--- src/rtl/ps2_rx_fifo.sv ---
// PS/2 device-to-host receiver: pin synchronizers and glitch filters, odd-parity
// frame decoder with idle timeout, and a byte FIFO with sticky status flags.
module ps2_rx_fifo #(
   parameter int unsigned DEPTH   = 8,
   parameter int unsigned FILTER  = 4,
   parameter int unsigned TIMEOUT = 2000
) (
   input  logic                     clk,
   input  logic                     rst_n,
   input  logic                     ps2_clk,
   input  logic                     ps2_data,
   input  logic                     rd_en,
   input  logic                     int_clear,
   output logic [7:0]               rd_data,
   output logic                     valid,
   output logic                     empty,
   output logic                     full,
   output logic [$clog2(DEPTH):0]   count,
   output logic                     irq,
   output logic                     parity_err,
   output logic                     frame_err,
   output logic                     overflow
);

   localparam int unsigned AW = $clog2(DEPTH);
   localparam int unsigned CW = AW + 1;
   localparam int unsigned FW = $clog2(FILTER + 1);
   localparam int unsigned TW = $clog2(TIMEOUT + 1);

   typedef enum logic [1:0] {S_IDLE, S_DATA, S_PARITY, S_STOP} state_t;

   logic [1:0]    w_raw;
   logic [1:0]    r_s1, r_s2, r_filt;
   logic [FW-1:0] r_fcnt [2];
   logic          r_clk_fd;
   logic          w_evt, w_dat;

   assign w_raw = {ps2_data, ps2_clk};

   // Bit 0 = clock, bit 1 = data; idle-high reset avoids a false event on release.
   for (genvar g = 0; g < 2; g++) begin : g_filt
      always_ff @(posedge clk) begin
         if (!rst_n) begin
            r_s1[g]   <= 1'b1;
            r_s2[g]   <= 1'b1;
            r_filt[g] <= 1'b1;
            r_fcnt[g] <= '0;
         end else begin
            r_s1[g] <= w_raw[g];
            r_s2[g] <= r_s1[g];
            if (r_s2[g] != r_filt[g]) begin
               if (r_fcnt[g] == FW'(FILTER - 1)) begin
                  r_filt[g] <= r_s2[g];
                  r_fcnt[g] <= '0;
               end else begin
                  r_fcnt[g] <= r_fcnt[g] + FW'(1);
               end
            end else begin
               r_fcnt[g] <= '0;
            end
         end
      end
   end

   always_ff @(posedge clk) begin
      if (!rst_n) r_clk_fd <= 1'b1;
      else        r_clk_fd <= r_filt[0];
   end

   assign w_evt = r_clk_fd & ~r_filt[0];
   assign w_dat = r_filt[1];

   state_t        r_state, w_state_nxt;
   logic [2:0]    r_bit_cnt, w_bit_nxt;
   logic [7:0]    r_shift, w_shift_nxt;
   logic          r_par, w_par_nxt;
   logic [TW-1:0] r_idle, w_idle_nxt;
   logic          w_push, w_perr_set, w_ferr_set;

   always_ff @(posedge clk) begin
      if (!rst_n) begin
         r_state   <= S_IDLE;
         r_bit_cnt <= '0;
         r_shift   <= '0;
         r_par     <= 1'b0;
         r_idle    <= '0;
      end else begin
         r_state   <= w_state_nxt;
         r_bit_cnt <= w_bit_nxt;
         r_shift   <= w_shift_nxt;
         r_par     <= w_par_nxt;
         r_idle    <= w_idle_nxt;
      end
   end

   always_comb begin
      w_state_nxt = r_state;
      w_bit_nxt   = r_bit_cnt;
      w_shift_nxt = r_shift;
      w_par_nxt   = r_par;
      w_idle_nxt  = '0;
      w_push      = 1'b0;
      w_perr_set  = 1'b0;
      w_ferr_set  = 1'b0;
      case (r_state)
         S_IDLE: begin
            if (w_evt && !w_dat) begin
               w_state_nxt = S_DATA;
               w_bit_nxt   = '0;
            end
         end
         S_DATA: begin
            if (w_evt) begin
               w_shift_nxt = {w_dat, r_shift[7:1]};
               w_bit_nxt   = r_bit_cnt + 3'd1;
               if (r_bit_cnt == 3'd7) w_state_nxt = S_PARITY;
            end
         end
         S_PARITY: begin
            if (w_evt) begin
               w_par_nxt   = w_dat;
               w_state_nxt = S_STOP;
            end
         end
         S_STOP: begin
            if (w_evt) begin
               w_state_nxt = S_IDLE;
               if (!w_dat)                      w_ferr_set = 1'b1;
               else if (!(^{r_shift, r_par}))  w_perr_set = 1'b1;
               else                             w_push     = 1'b1;
            end
         end
         default: w_state_nxt = S_IDLE;
      endcase
      // Abort a frame whose clock has stalled mid-way.
      if (r_state != S_IDLE && !w_evt) begin
         if (r_idle == TW'(TIMEOUT - 1)) begin
            w_state_nxt = S_IDLE;
            w_ferr_set  = 1'b1;
         end else begin
            w_idle_nxt = r_idle + TW'(1);
         end
      end
   end

   logic [7:0]    r_mem [DEPTH];
   logic [AW-1:0] r_wptr, r_rptr, w_rptr_nxt;
   logic [CW-1:0] w_count_nxt, w_remain;
   logic          w_do_pop, w_do_push, w_ovf_set, w_is_full;
   logic [7:0]    w_rd_nxt;

   assign w_is_full   = (count == CW'(DEPTH));
   assign w_do_pop    = rd_en & (count != '0);
   assign w_do_push   = w_push & (~w_is_full | w_do_pop);
   assign w_ovf_set   = w_push & w_is_full & ~w_do_pop;
   assign w_count_nxt = count + CW'(w_do_push) - CW'(w_do_pop);
   assign w_remain    = count - CW'(w_do_pop);
   assign w_rptr_nxt  = r_rptr + AW'(w_do_pop);

   // A byte pushed into an otherwise drained FIFO is forwarded straight to rd_data.
   always_comb begin
      w_rd_nxt = 8'h00;
      if (w_count_nxt != '0) begin
         if (w_remain == '0) w_rd_nxt = r_shift;
         else                w_rd_nxt = r_mem[w_rptr_nxt];
      end
   end

   always_ff @(posedge clk) begin
      if (w_do_push) r_mem[r_wptr] <= r_shift;
   end

   always_ff @(posedge clk) begin
      if (!rst_n) begin
         r_wptr     <= '0;
         r_rptr     <= '0;
         count      <= '0;
         empty      <= 1'b1;
         full       <= 1'b0;
         rd_data    <= 8'h00;
         valid      <= 1'b0;
         irq        <= 1'b0;
         parity_err <= 1'b0;
         frame_err  <= 1'b0;
         overflow   <= 1'b0;
      end else begin
         r_wptr     <= r_wptr + AW'(w_do_push);
         r_rptr     <= w_rptr_nxt;
         count      <= w_count_nxt;
         empty      <= (w_count_nxt == '0);
         full       <= (w_count_nxt == CW'(DEPTH));
         rd_data    <= w_rd_nxt;
         valid      <= w_do_push;
         irq        <= w_do_push  | (irq & ~int_clear);
         parity_err <= w_perr_set | (parity_err & ~int_clear);
         frame_err  <= w_ferr_set | (frame_err & ~int_clear);
         overflow   <= w_ovf_set  | (overflow & ~int_clear);
      end
   end

endmodule

--- config.mk ---
export PLATFORM = sky130hd
export DESIGN_NAME = ps2_rx_fifo
export DESIGN_NICKNAME = d
export VERILOG_FILES = /design/src/rtl/ps2_rx_fifo.sv
export SDC_FILE = /design/constraint.sdc
export NUM_CORES = 1
export LEC_CHECK = 0
export BUFFER_PORTS_ARGS = -buffer_cell sky130_fd_sc_hd__buf_2
export CAP_MARGIN = 10
export CORE_ASPECT_RATIO = 1.75
export CORE_UTILIZATION = 40
export DETAILED_ROUTE_END_ITERATION = 10
export MAX_ROUTING_LAYER = met4
export PLACE_DENSITY = 0.56
export SYNTH_ARGS = -nofsm -noshare
export SYNTH_HDL_FRONTEND = slang
export SYNTH_SLANG_ARGS = --single-unit
--- constraint.sdc ---
create_clock -name clk -period 3.16 [get_ports clk]
set_input_delay 0.316 -clock clk [delete_from_list [all_inputs] [get_ports clk]]
set_output_delay 0.316 -clock clk [all_outputs]
set_load 0.1 [all_outputs]
After elaboration in Yosys (flattened, before gate mapping)
Memory sizes are Yosys's and may differ from the RTL's.
Index checks and enable logic that the tools add are counted.
{"block": "word_totals", "ramBits": 70, "input_bits": 6, "latchBits": 0, "memories": 2, "romBits": 0, "ff_bits": 57}
{"memory": "r_mem", "depth": 8, "width": 8, "rd": 1, "rd_clocked_by_memory_dff": 0, "write_ports": 1, "line_no": "146", "rtl": "logic [7:0] r_mem [DEPTH];"}
{"memory": "r_fcnt", "depth": 2, "width": 3, "rd": 2, "rd_clocked_by_memory_dff": 0, "write_ports": 2, "line_no": "34", "rtl": "logic [FW-1:0] r_fcnt [2];"}
{"block": "classes", "order_cmp": 0, "reduce_logical": 19, "n_addsub": 9, "bitwise_logic": 26, "eq_ne": 13, "n_div": 0, "multipliers": 0, "n_shift": 0, "muxes": 56}
{"cell": "2-to-1 mux 1 bit", "count": 38}
{"cell": "2-to-1 mux 3 bit", "count": 8}
{"cell": "2-to-1 mux 2 bit", "count": 7}
{"cell": "adder 11 x 1 -> 11 bit (second input constant)", "count": 1}
{"cell": "== test 11 bit (second input constant)", "count": 1}
{"cell": "bitwise OR 1 bit", "count": 11}
{"cell": "AND reduction 2 bit", "count": 5}
{"cell": "adder 3 x 1 -> 3 bit (second input constant)", "count": 3}
{"cell": "AND 1 bit", "count": 9}
{"cell": "parity 9 bit", "count": 1}
{"cell": "== test 4 bit (second input constant)", "count": 2}
{"cell": "zero test 4 bit", "count": 2}
{"cell": "2-to-1 mux 8 bit", "count": 1}
{"cell": "one-hot mux 2 bit (4 select lines)", "count": 1}
{"cell": "nonzero test 4 bit", "count": 2}
{"cell": "subtractor 4 x 1 -> 4 bit", "count": 2}
{"cell": "adder 3 x 1 -> 3 bit", "count": 2}
{"cell": "== test 3 x 2 -> 1 bit (second input constant)", "count": 2}
{"cell": "inverter 1 bit", "count": 6}
{"cell": "one-hot mux 3 bit (2 select lines)", "count": 1}
{"cell": "adder 4 x 1 -> 4 bit", "count": 1}
{"cell": "== test 2 bit (second input constant)", "count": 2}
{"cell": "!= test 2 bit (second input constant)", "count": 2}
{"cell": "nonzero test 2 bit", "count": 2}
{"cell": "8 further kinds", "count": 11}

Depth between registers and ports, before layout
Gate-level depths: netlist of run 1.
{"block": "logic_depth", "depth_word": 10, "depth_mapped": 13}

Least setup slack after synthesis of run 1
OpenSTA, ideal clock, no wires.
{"block": "synth_timing", "path_type": "flip-flop to flip-flop", "start": "reg count[2]", "end": "reg rd_data[0]", "setup_time_ns": 0.142, "path_slack_ns": -0.622, "t_arrival_ns": 3.640, "period_less_slack_ns": 3.782, "path_buffers": 1, "path_stages_with_launch": 13, "required_time_ns": 3.018, "path_cell_list": "dfxtp_1 -> inv_1 -> ha_1 -> inv_1 -> a21oi_1 -> or3_4 -> buf_6 -> mux2i_1 -> ha_1 -> fa_1 -> or3_1 -> o21ai_1 -> a211oi_1"}
{"block": "synth_via", "elab_chain_cells": 8, "elab_cells_between_ends": 15, "cone_classes": "add/sub (4); eq/ne (1); mux (1); bitwise (4); reduce/logical (4); memory (1)"}
{"element": "start, declared", "line_no": "18", "rtl": "output logic [$clog2(DEPTH):0] count,"}
{"element": "start signal, assigned", "line_no": "189", "rtl": "count <= w_count_nxt;"}
{"element": "nonzero test 4 bit / == test 4 bit (equally long branches)", "line_no": "153, 152"}
{"element": "AND 1 bit / inverter 1 bit (equally long branches)", "line_no": "153, 154"}
{"element": "bitwise OR 1 bit", "line_no": "154", "rtl": "assign w_do_push = w_push & (~w_is_full | w_do_pop);"}
{"element": "AND 1 bit", "line_no": "154"}
{"element": "adder 4 x 1 -> 4 bit", "line_no": "156", "rtl": "assign w_count_nxt = count + CW'(w_do_push) - CW'(w_do_pop);"}
{"element": "subtractor 4 x 1 -> 4 bit (*)", "line_no": "156"}
{"element": "named net w_count_nxt[1]", "line_no": "148", "rtl": "logic [CW-1:0] w_count_nxt, w_remain;"}
{"element": "nonzero test 4 bit (*)", "line_no": "163", "rtl": "if (w_count_nxt != '0) begin"}
{"element": "AND reduction 2 bit (no source line) (*)"}
{"element": "end signal, assigned", "line_no": "192", "rtl": "rd_data <= w_rd_nxt;"}
{"element": "end, declared", "line_no": "14", "rtl": "output logic [7:0] rd_data,"}
Mark *: on every way through the listed nets, which the timed path passes. The rest lies on a longest branch.
A chain may end at the register's enable or synchronous reset.

Worst setup path after layout of run 1
{"block": "layout_timing", "start": "reg r_shift[4]", "end": "reg rd_data[5]"}
{"block": "layout_via", "elab_chain_cells": 10}
{"element": "start, declared", "line_no": "75", "rtl": "logic [7:0] r_shift, w_shift_nxt;"}
{"element": "start signal, assigned", "line_no": "90", "rtl": "r_shift <= w_shift_nxt;"}
{"element": "parity 9 bit", "line_no": "129", "rtl": "else if (!(^{r_shift, r_par})) w_perr_set = 1'b1;"}
{"element": "2-to-1 mux 1 bit", "line_no": "129"}
{"element": "2-to-1 mux 1 bit", "line_no": "128", "rtl": "if (!w_dat) w_ferr_set = 1'b1;"}
{"element": "2-to-1 mux 1 bit", "line_no": "126", "rtl": "if (w_evt) begin"}
{"element": "2-to-1 mux 1 bit", "line_no": "105", "rtl": "case (r_state)"}
{"element": "AND 1 bit", "line_no": "154"}
{"element": "adder 4 x 1 -> 4 bit", "line_no": "156"}
{"element": "subtractor 4 x 1 -> 4 bit", "line_no": "156"}
{"element": "named net w_count_nxt[1]", "line_no": "148"}
{"element": "nonzero test 4 bit", "line_no": "163"}
{"element": "AND reduction 2 bit (no source line)"}
The timed path passes the listed nets, and every way through them passes these cells.

==> results.cfg, run 1 <==
[status]
outcome = finished clean

[timing]
fmax_mhz = 320
finalHoldViolCount = 0
skew_ns = 0.00651
timing.final.crit_share_pct = 98.9
finalSetupViolations = 0
slew_headroom_pct = 56.7
tightest_slew_ns = 0.647
rsz0062_at_grt = true
slew_viol_final = 0
period_minus_slack_ns = 3.12

[setup_path]
start_kind = flop
cp.required_ns = 3.43
slowest_delay_ns = 0.43
startpoint = r_shift[4]
reg2reg_depth = 10
path_cells = xor2_1 > xnor3_1 > xnor2_1 > or3_4 > mux2i_2 > ha_2 > fa_1 > or3_4 > o21ai_4 > a211oi_1
crit_slowest_cell = fa_1
arrival_ns = 3.39
crit_top_cell = or3_4
critPathKind = reg -> reg
timing.rr.start = r_shift[4]
crit_fanout = 5
crit_path_end_kind = flop
r2r_end = rd_data[5]
reg2reg_slack_ns = 0.04

[synth]
yosysTopAreaCell = edfxtp_1
ys_seq_area_share_pct = 63.2
synth_area_leaders = edfxtp_1 (41%), dfxtp_1 (22%), mux4_2 (7.0%)
ys_ff_latch = 127
netlist_area_um2 = 5130
synth_cells = 386
synth_area_per_cell_um2 = 13.3
synth.yosys.warnings = 0
ys_types = 40
yosysTopAreaCellShare_pct = 41.0

[cells_and_area]
area_growth_pct = 22.6
final_cell_area_um2 = 6290
insertedDiodeCount = 0
fillerInstances = 1078
layout-drive-gt1-share_pct = 24.1
finalNetCount = 475

[power_and_ir_drop]
ir_drop_uv = 390
p_total_mw = 5.51
power_density_nw_per_um2 = 875
p_leak_nw = 2.38

[floorplan]
io_pins = 25
die_height_um = 152
die_w_um = 87.6
core_area_um2 = 12500
die_area_um2 = 13300
start_util_pct = 41.1
row_count = 54

[placement]
gp_congestion = 0.809
dpl_cell_area_um2 = 5650
hpwl_mm = 6.80
port_buffers = 24

[worst_hold_path]
hp-class = in -> reg
worstHoldStart = ps2_clk
worstHoldEndpoint = r_s1[0]
hold_depth = 2

[clock_tree]
cts-root-buf = clkbuf_16
cts_buffers = 17
cts.clk_slew.worst_paths_ns = 0.06
cts_tree = yes
cts_max_path_buffers = 2
clk-insertion-delay-late_ns = 0.41
h-tree-depth = 4
clock-sinks = 127
ctsHoldBuffers = 0

[global_routing]
grt_pass1_vias = 3129
grt_antenna_before_repair = 0
grtUsageTotal_pct = 16.9
grt_pass1_wl_mm = 16.0
globalRoute.totalOverflow = 0
grt_max_degree = 25

[route]
viasPerCell = 4.89
route.detailed.drc = 0
ant_nets = 0
wl_per_cell_um = 15.6
drt_wl_total_mm = 9.83
vias = 3076
drt_iter0_drc = 151
dr.pass1.iters = 4

[flow_run]
drv_cap = 0
-- area by class of cell --
class / instances / area [um^2] / area share (%)
Tap cell: 168 / 210 / 3.34
Inverter: 18 / 67.6 / 1.07
Timing Repair Buffer: 49 / 333 / 5.29
Clock inverter: 13 / 164 / 2.60
Sequential cell: 127 / 3260 / 51.7
Clock buffer: 19 / 433 / 6.88
Multi-Input combinational cell: 235 / 1830 / 29.1
-- report_power, final --
part / internal [mW] / switching (mW)
clock: 1.24 / 0.709
sequential: 1.83 / 0.0436
combinational: 0.547 / 1.13
-- Yosys cell counts --
library cell	n
a211oi_1	8
a21boi_0	1
a21oi_1	15
a22oi_1	2
a32o_1	1
a32oi_1	1
and2_1	11
and3_1	5
and4_1	1
buf_2	3
buf_6	1
clkbuf_1	8
clkinv_1	1
conb_1	1
dfxtp_1	57
edfxtp_1	70
fa_1	1
ha_1	20
inv_1	17
mux2i_1	11
mux4_2	16
nand2_1	29
nand2b_1	8
nand3_1	9
nand4_1	1
nor2_1	40
nor2b_1	2
nor3_1	3
nor4_1	6
o211ai_1	3
o21ai_0	3
o21ai_1	1
o21bai_1	1
or2_2	1
or3_1	3
or3_4	1
or3b_2	1
xnor2_1	15
xnor3_1	1
xor2_1	7
-- registers in the layout, summed over array words and instances (netlist names), 2 cells and up --
register / cells
count: 4
r_bit_cnt: 3
r_fcnt: 6
r_idle: 11
r_mem: 64
r_rptr: 3
r_s1: 2
r_s2: 2
r_shift: 8
r_state: 2
r_wptr: 3
rd_data: 8
-- logic make-up (layout without fill, tap and decap cells) --
logic type,after synthesis,after routing,share of synthesized area (%)
other,1,6,0.0731
xor gates and xnor gates,23,23,4.19
muxes,27,27,9.17
AOI/OAI and AO/OA,36,37,4.41
DFF,127,127,63.2
and+or+nand+nor,121,121,11.3
adders and majority gates,21,21,5.27
buffers and inverters,30,99,2.41
-- layout by cell type (no fill, tap or decap), drive strengths merged, types with 2 or more instances in the layout --
master,count
conb,6
nor2b,2
dfxtp,57
o21ai,5
xnor2,15
nand3,9
or3,4
bufinv,3
clkbuf,19
clkinv,4
buf,49
nand2b,8
xor2,7
clkinvlp,5
mux4,16
nor3,3
nor4,6
nand2,29
and3,5
mux2i,11
ha,20
a211oi,8
a21oi,15
and2,11
edfxtp,70
o211ai,3
nor2,40
a22oi,2
inv,19
-- worst max-delay path by stage --
stage	to
global placement	rd_data[3]
finish	rd_data[5]
floorplan	rd_data[0]
CTS	rd_data[5]
global route	rd_data[1]
detailed placement	rd_data[5]
-- worst max-delay path, delay by kind of cell, from the launching register on --
family,cells,cell delay (ns)
AOI/OAI and AO/OA,2,0.34
DFF,1,0.33
and+or+nand+nor,2,0.78
muxes,1,0.17
adders and majority gates,2,0.65
xor gates and xnor gates,3,0.72
-- metrics by stage --
| stage | setup TNS [ns] | setup WS, ns | hold slack [ns] | std cells | utilization, % |
|---|---|---|---|---|---|
| floorplan | 0 | 0.0277 | 0.386 | 391 | - |
| global placement | 0 | 0.129 | 0.394 | 595 | 45.2 |
| detailed placement | 0 | 0.0398 | 0.400 | 595 | 45.2 |
| CTS | 0 | 0.0275 | 0.0748 | 627 | 50.0 |
| global route | -0.532 | -0.0880 | 0.0826 | 629 | 50.4 |
| finish | 0 | 0.0362 | 0.0905 | 629 | 50.4 |
-- layer usage --
layer	part of all wire, %	GRT usage, %	up-vias
met5	0	-	-
met4	2.3	7.42	0
met3	2.6	4.13	22
met2	56	29.9	48
met1	39	17.1	1497
li1	-	-	1509
-- what timing repair did --
| action | in CTS | in global routing |
|---|---|---|
| resized for setup | 0 | 5 |
| endpoints found under the setup margin | 0 | 9 |
| buffers inserted | 0 | 1 |
(Power assumes the default switching activity.)
==> inputs of run 2 (changes only) <==
CORE_UTILIZATION = 39   (was 40)
PLACE_DENSITY = 0.53   (was 0.56)
clock period = 3 ns   (was 3.16 ns; I/O delays follow)
==> results.cfg, run 2 (synthesized netlist as in run 1, its figures left out) <==
[setup_path]
arrival_ns = 3.35
cp.required_ns = 3.27
crit_fanout = 5
critPathKind = reg -> reg
reg2reg_depth = 10
crit_path_end_kind = flop
start_kind = flop
crit_top_cell = or3_4
path_cells = xor2_1 > xnor3_1 > xnor2_1 > or3_4 > mux2i_1 > ha_2 > fa_1 > or3_4 > o21ai_4 > a211oi_1
crit_slowest_cell = xnor3_1
slowest_delay_ns = 0.43

[timing]
slew_headroom_pct = 53.8
finalSetupViolations = 8
skew_ns = 0.00478
setup_ws_ns = -0.0703
period_minus_slack_ns = 3.07
timing.final.crit_share_pct = 102
slew_viol_final = 0
tightest_slew_ns = 0.690
rsz0062_at_grt = true
fmax_mhz = 326
finalHoldViolCount = 0
timing.setup.tns_ns = -0.415

[clock_tree]
cts_buffers = 17
cts_setup_buffers = 0
clk-insertion-delay-late_ns = 0.41
cts_tree = yes
cts.clk_slew.worst_paths_ns = 0.05
cts-root-buf = clkbuf_16
h-tree-depth = 4
ctsHoldBuffers = 0
cts_max_path_buffers = 2
clock-sinks = 127

[floorplan]
row_count = 55
core_area_um2 = 12900
start_util_pct = 39.9
die_w_um = 88.7
die_height_um = 154
die_area_um2 = 13600
io_pins = 25

[route]
wl_per_cell_um = 16.3
top_layer = met4
dr.pass1.iters = 4
vias = 3097
viasPerCell = 4.89
met3WireLength_um = 300
wl_met1_mm = 3.97
routed-wl-met2_mm = 5.86
route.detailed.drc = 0
drt_iter0_drc = 131
drt_wl_total_mm = 10.3
ant_nets = 0

[worst_hold_path]
hp-class = in -> reg
hold_depth = 2

[cells_and_area]
final_common_cell = edfxtp_1
regMostFlops = r_mem
insertedDiodeCount = 0
final_cell_area_um2 = 6330
layout-drive-gt1-share_pct = 24.2
final_cell_mix = edfxtp_1 (70), dfxtp_1 (48), nor2_1 (40), nand2_1 (29), buf_4 (25)
largest_reg_flops = 64
top_regs = r_mem (64), r_idle (11)
area_growth_pct = 23.3
finalNonFillerCells = 633
finalNetCount = 477

[status]
outcome = finished, violations left
violations = negative setup slack

[power_and_ir_drop]
p_switching_mw = 1.97
ir_drop_uv = 545
p_seq_share_pct = 33.7
power_frac_comb_pct = 30.1
intPower_mw = 3.89
power_density_nw_per_um2 = 925
switching_share_pct = 33.6
p_leak_nw = 2.40
p_clk_share_pct = 36.2

[global_routing]
grt_pass1_vias = 3200
grt_antenna_before_repair = 0
grt_max_degree = 26
globalRoute.totalOverflow = 0
grt_pass1_wl_mm = 16.7
grtUsageTotal_pct = 17.6

[placement]
gp_congestion = 0.821
port_buffers = 24
placed_cells = 601
dpl_cell_area_um2 = 5700
hpwl_mm = 7.11

[flow_run]
drv_cap = 0
run 2: cell count changes in the layout (fill, tap and decap cells not counted), sizes merged:
cell	before	now
inv	19	17
bufinv	3	4
clkinv	4	5
clkbuf	19	20
clkinvlp	5	3
buf	49	51
run 2: repair_timing:
action                     4_1_cts  5_1_grt
resized for setup                1        0
pin swaps                        2        0
setup endpoints to repair        9       10
gates cloned                     1        0
run 2: power groups by stage:
stage	clock, mW	combinational (mW)	sequential, mW
6_report	2.12	1.76	1.97
5_1_grt	2.23	1.88	1.99
4_1_cts	2.15	1.79	1.98
3_5_place_dp	0	1.71	2.01
3_3_place_gp	0	1.69	2.01
2_1_floorplan	0	0.822	2.55
run 2: worst max-delay path: cells and delay by family, from the launching register on:
family	cells	cell delay, ns
muxes	1	0.14
adders and majority gates	2	0.64
and+or+nand+nor	2	0.76
xor gates and xnor gates	3	0.74
DFF	1	0.34
AOI/OAI and AO/OA	2	0.31
run 2: stage by stage:
| stage | total power, mW | setup WS, ns | hold slack (ns) | utilization (%) |
|---|---|---|---|---|
| after floorplan | 3.37 | -0.0977 | 0.386 | - |
| after CTS | 5.92 | -0.0860 | 0.0641 | 49.2 |
| after global placement | 3.70 | -0.0975 | 0.395 | 44.3 |
| after global routing | 6.10 | -0.203 | 0.0898 | 49.2 |
| final | 5.86 | -0.0703 | 0.0783 | 49.2 |
| after detailed placement | 3.72 | -0.146 | 0.398 | 44.3 |
run 2: cell type report:
cell class | instances | area (um^2)
multi-input combinational | 235 | 1820
fill | 1155 | 6540
clock buffer | 20 | 447
sequential | 127 | 3270
clock inverter | 11 | 165
inverter | 18 | 67.6
tap | 171 | 214
timing repair buffer | 51 | 348
run 2: layer usage:
layer | global-route usage (%) | up-vias
met5 | - | -
met4 | 7.07 | 0
met3 | 4.62 | 17
met2 | 30.7 | 46
met1 | 18.3 | 1526
li1 | - | 1508
run 2: final timing paths:
path / from / to / slack (ns)
worst max-delay path: r_shift[4] / rd_data[7] / -0.07
worst min-delay path: ps2_clk / r_s1[0] / 0.08
worst max register to register: r_shift[4] / rd_data[7] / -0.07
worst min register to register: r_s1[1] / r_s2[1] / 0.41
==> inputs of run 3 (changes only) <==
CORE_UTILIZATION = 35   (was 39)
PLACE_DENSITY = 0.48   (was 0.53)
==> results.cfg, run 3 (synthesized netlist as in run 1, its figures left out) <==
[timing]
slew_headroom_pct = 56.1
timing.final.crit_share_pct = 101
fmax_mhz = 330
rsz0062_at_grt = true
hold_slack_ns = 0.0737
finalHoldViolCount = 0
timing.setup.tns_ns = -0.119
setup_ws_ns = -0.0298
skew_ns = 0.00693
finalSetupViolations = 5
period_minus_slack_ns = 3.03
slew_viol_final = 0
tightest_slew_ns = 0.656

[route]
viasPerCell = 4.70
vias = 3033
dr.pass1.iters = 4
ant_nets = 0
route.detailed.drc = 0
drt_iter0_drc = 122
drt_wl_total_mm = 10.2
wl_per_cell_um = 15.8

[clock_tree]
cts_tree = yes
clock-sinks = 127
cts_buffers = 17
cts.clk_slew.worst_paths_ns = 0.06
h-tree-depth = 4
clk-insertion-delay-late_ns = 0.41
cts_max_path_buffers = 2
cts-root-buf = clkbuf_16

[floorplan]
row_count = 58
io_pins = 25
die_height_um = 162
die_w_um = 93.5
die_area_um2 = 15200
core_area_um2 = 14400
start_util_pct = 35.7

[setup_path]
arrival_ns = 3.30
crit_fanout = 5
r2r_end = rd_data[1]
startpoint = r_shift[4]
worstSetupEndpoint = rd_data[1]
critPathKind = reg -> reg
start_kind = flop
timing.rr.start = r_shift[4]
cp.required_ns = 3.27
reg2reg_depth = 10
reg2reg_slack_ns = -0.03
crit_path_end_kind = flop

[power_and_ir_drop]
power_density_nw_per_um2 = 940
p_leak_nw = 2.45
p_total_mw = 6.04
ir_drop_uv = 591

[status]
outcome = finished, violations left
violations = negative setup slack

[cells_and_area]
final_cell_mix = edfxtp_1 (70), dfxtp_1 (48), nor2_1 (40), nand2_1 (29), buf_4 (28)
top_regs = r_mem (64), r_idle (11)
fillerInstances = 1364
seqCellArea_um2 = 3270
largest_reg_flops = 64
area_growth_pct = 25.2
insertedDiodeCount = 0
final_common_cell = edfxtp_1
layout-drive-gt1-share_pct = 24.9
regMostFlops = r_mem
finalNetCount = 480
final_util_pct = 44.7
multi_input_area_um2 = 1830

[worst_hold_path]
hp-class = in -> reg

[placement]
gp_congestion = 0.824
hpwl_mm = 7.12
port_buffers = 24

[global_routing]
grt_pass1_vias = 3233
grt_max_degree = 26
globalRoute.totalOverflow = 0
grt_pass1_wl_mm = 16.7
grt_antenna_before_repair = 0
grtUsageTotal_pct = 15.6

[flow_run]
drv_cap = 0
run 3: changes by cell type in the layout (fill, tap and decap cells not counted), sizes merged:
cell | before | now
inv | 17 | 18
buf | 51 | 54
clkinvlp | 3 | 1
clkbuf | 20 | 18
bufinv | 4 | 6
clkinv | 5 | 7
run 3: stage by stage:
stage	setup slack [ns]	instance area, um^2	std cells
floorplan	-0.0977	5200	391
global placement	-0.123	5720	611
detailed placement	-0.112	5720	611
CTS	-0.0570	6400	644
global route	-0.182	6430	646
finish	-0.0298	6430	646
run 3: what timing repair did:
item / CTS / global route
setup endpoints to repair: 9 / 10
setup buffers: 0 / 2
pin swaps: 2 / 1
hold endpoints to repair: 0 / 0
cloned: 1 / 0
gates resized for setup: 1 / 1
hold buffers: 0 / 0
run 3: power breakdown:
| part | internal (mW) | switching (mW) | leakage, nW |
|---|---|---|---|
| clock network | 1.56 | 0.733 | 0.320 |
| registers | 1.93 | 0.0445 | 1.12 |
| logic | 0.580 | 1.20 | 1.00 |
run 3: worst max-delay path: stages, from the launching register on:
cell and delay, ns:
dfxtp_4 0.34, xor2_1 0.15, xnor3_1 0.42, xnor2_1 0.15, or3_4 0.34, mux2i_1 0.14, ha_2 0.21, fa_1 0.42
or3_4 0.43, o21ai_4 0.23, a211oi_1 0.07
run 3: worst min path at each step:
stage	startpoint	cells past startpoint	end	slack (ns)
2_1_floorplan	r_s1[0]	1	r_s2[0]	0.39
3_3_place_gp	r_s1[1]	1	r_s2[1]	0.40
3_5_place_dp	r_s1[1]	1	r_s2[1]	0.40
4_1_cts	ps2_data	2	r_s1[1]	0.05
5_1_grt	ps2_data	2	r_s1[1]	0.06
6_report	ps2_clk	2	r_s1[0]	0.07
run 3: area by class of cell:
cell class / count / area share [%]
repair buffers: 54 / 5.76
clock inverters: 14 / 3.72
multi-input cells: 235 / 28.4
flip-flops and latches: 127 / 50.9
well taps: 180 / 3.50
inverters: 18 / 1.05
clock buffers: 18 / 6.68
run 3: layer usage:
layer / global-route usage (%) / vias to the layer above / part of all wire [%]
met5: - / - / 0
met4: 6.50 / 0 / 1.4
met3: 3.84 / 11 / 1.9
met2: 27.3 / 36 / 56
met1: 16.5 / 1464 / 41
li1: - / 1522 / -
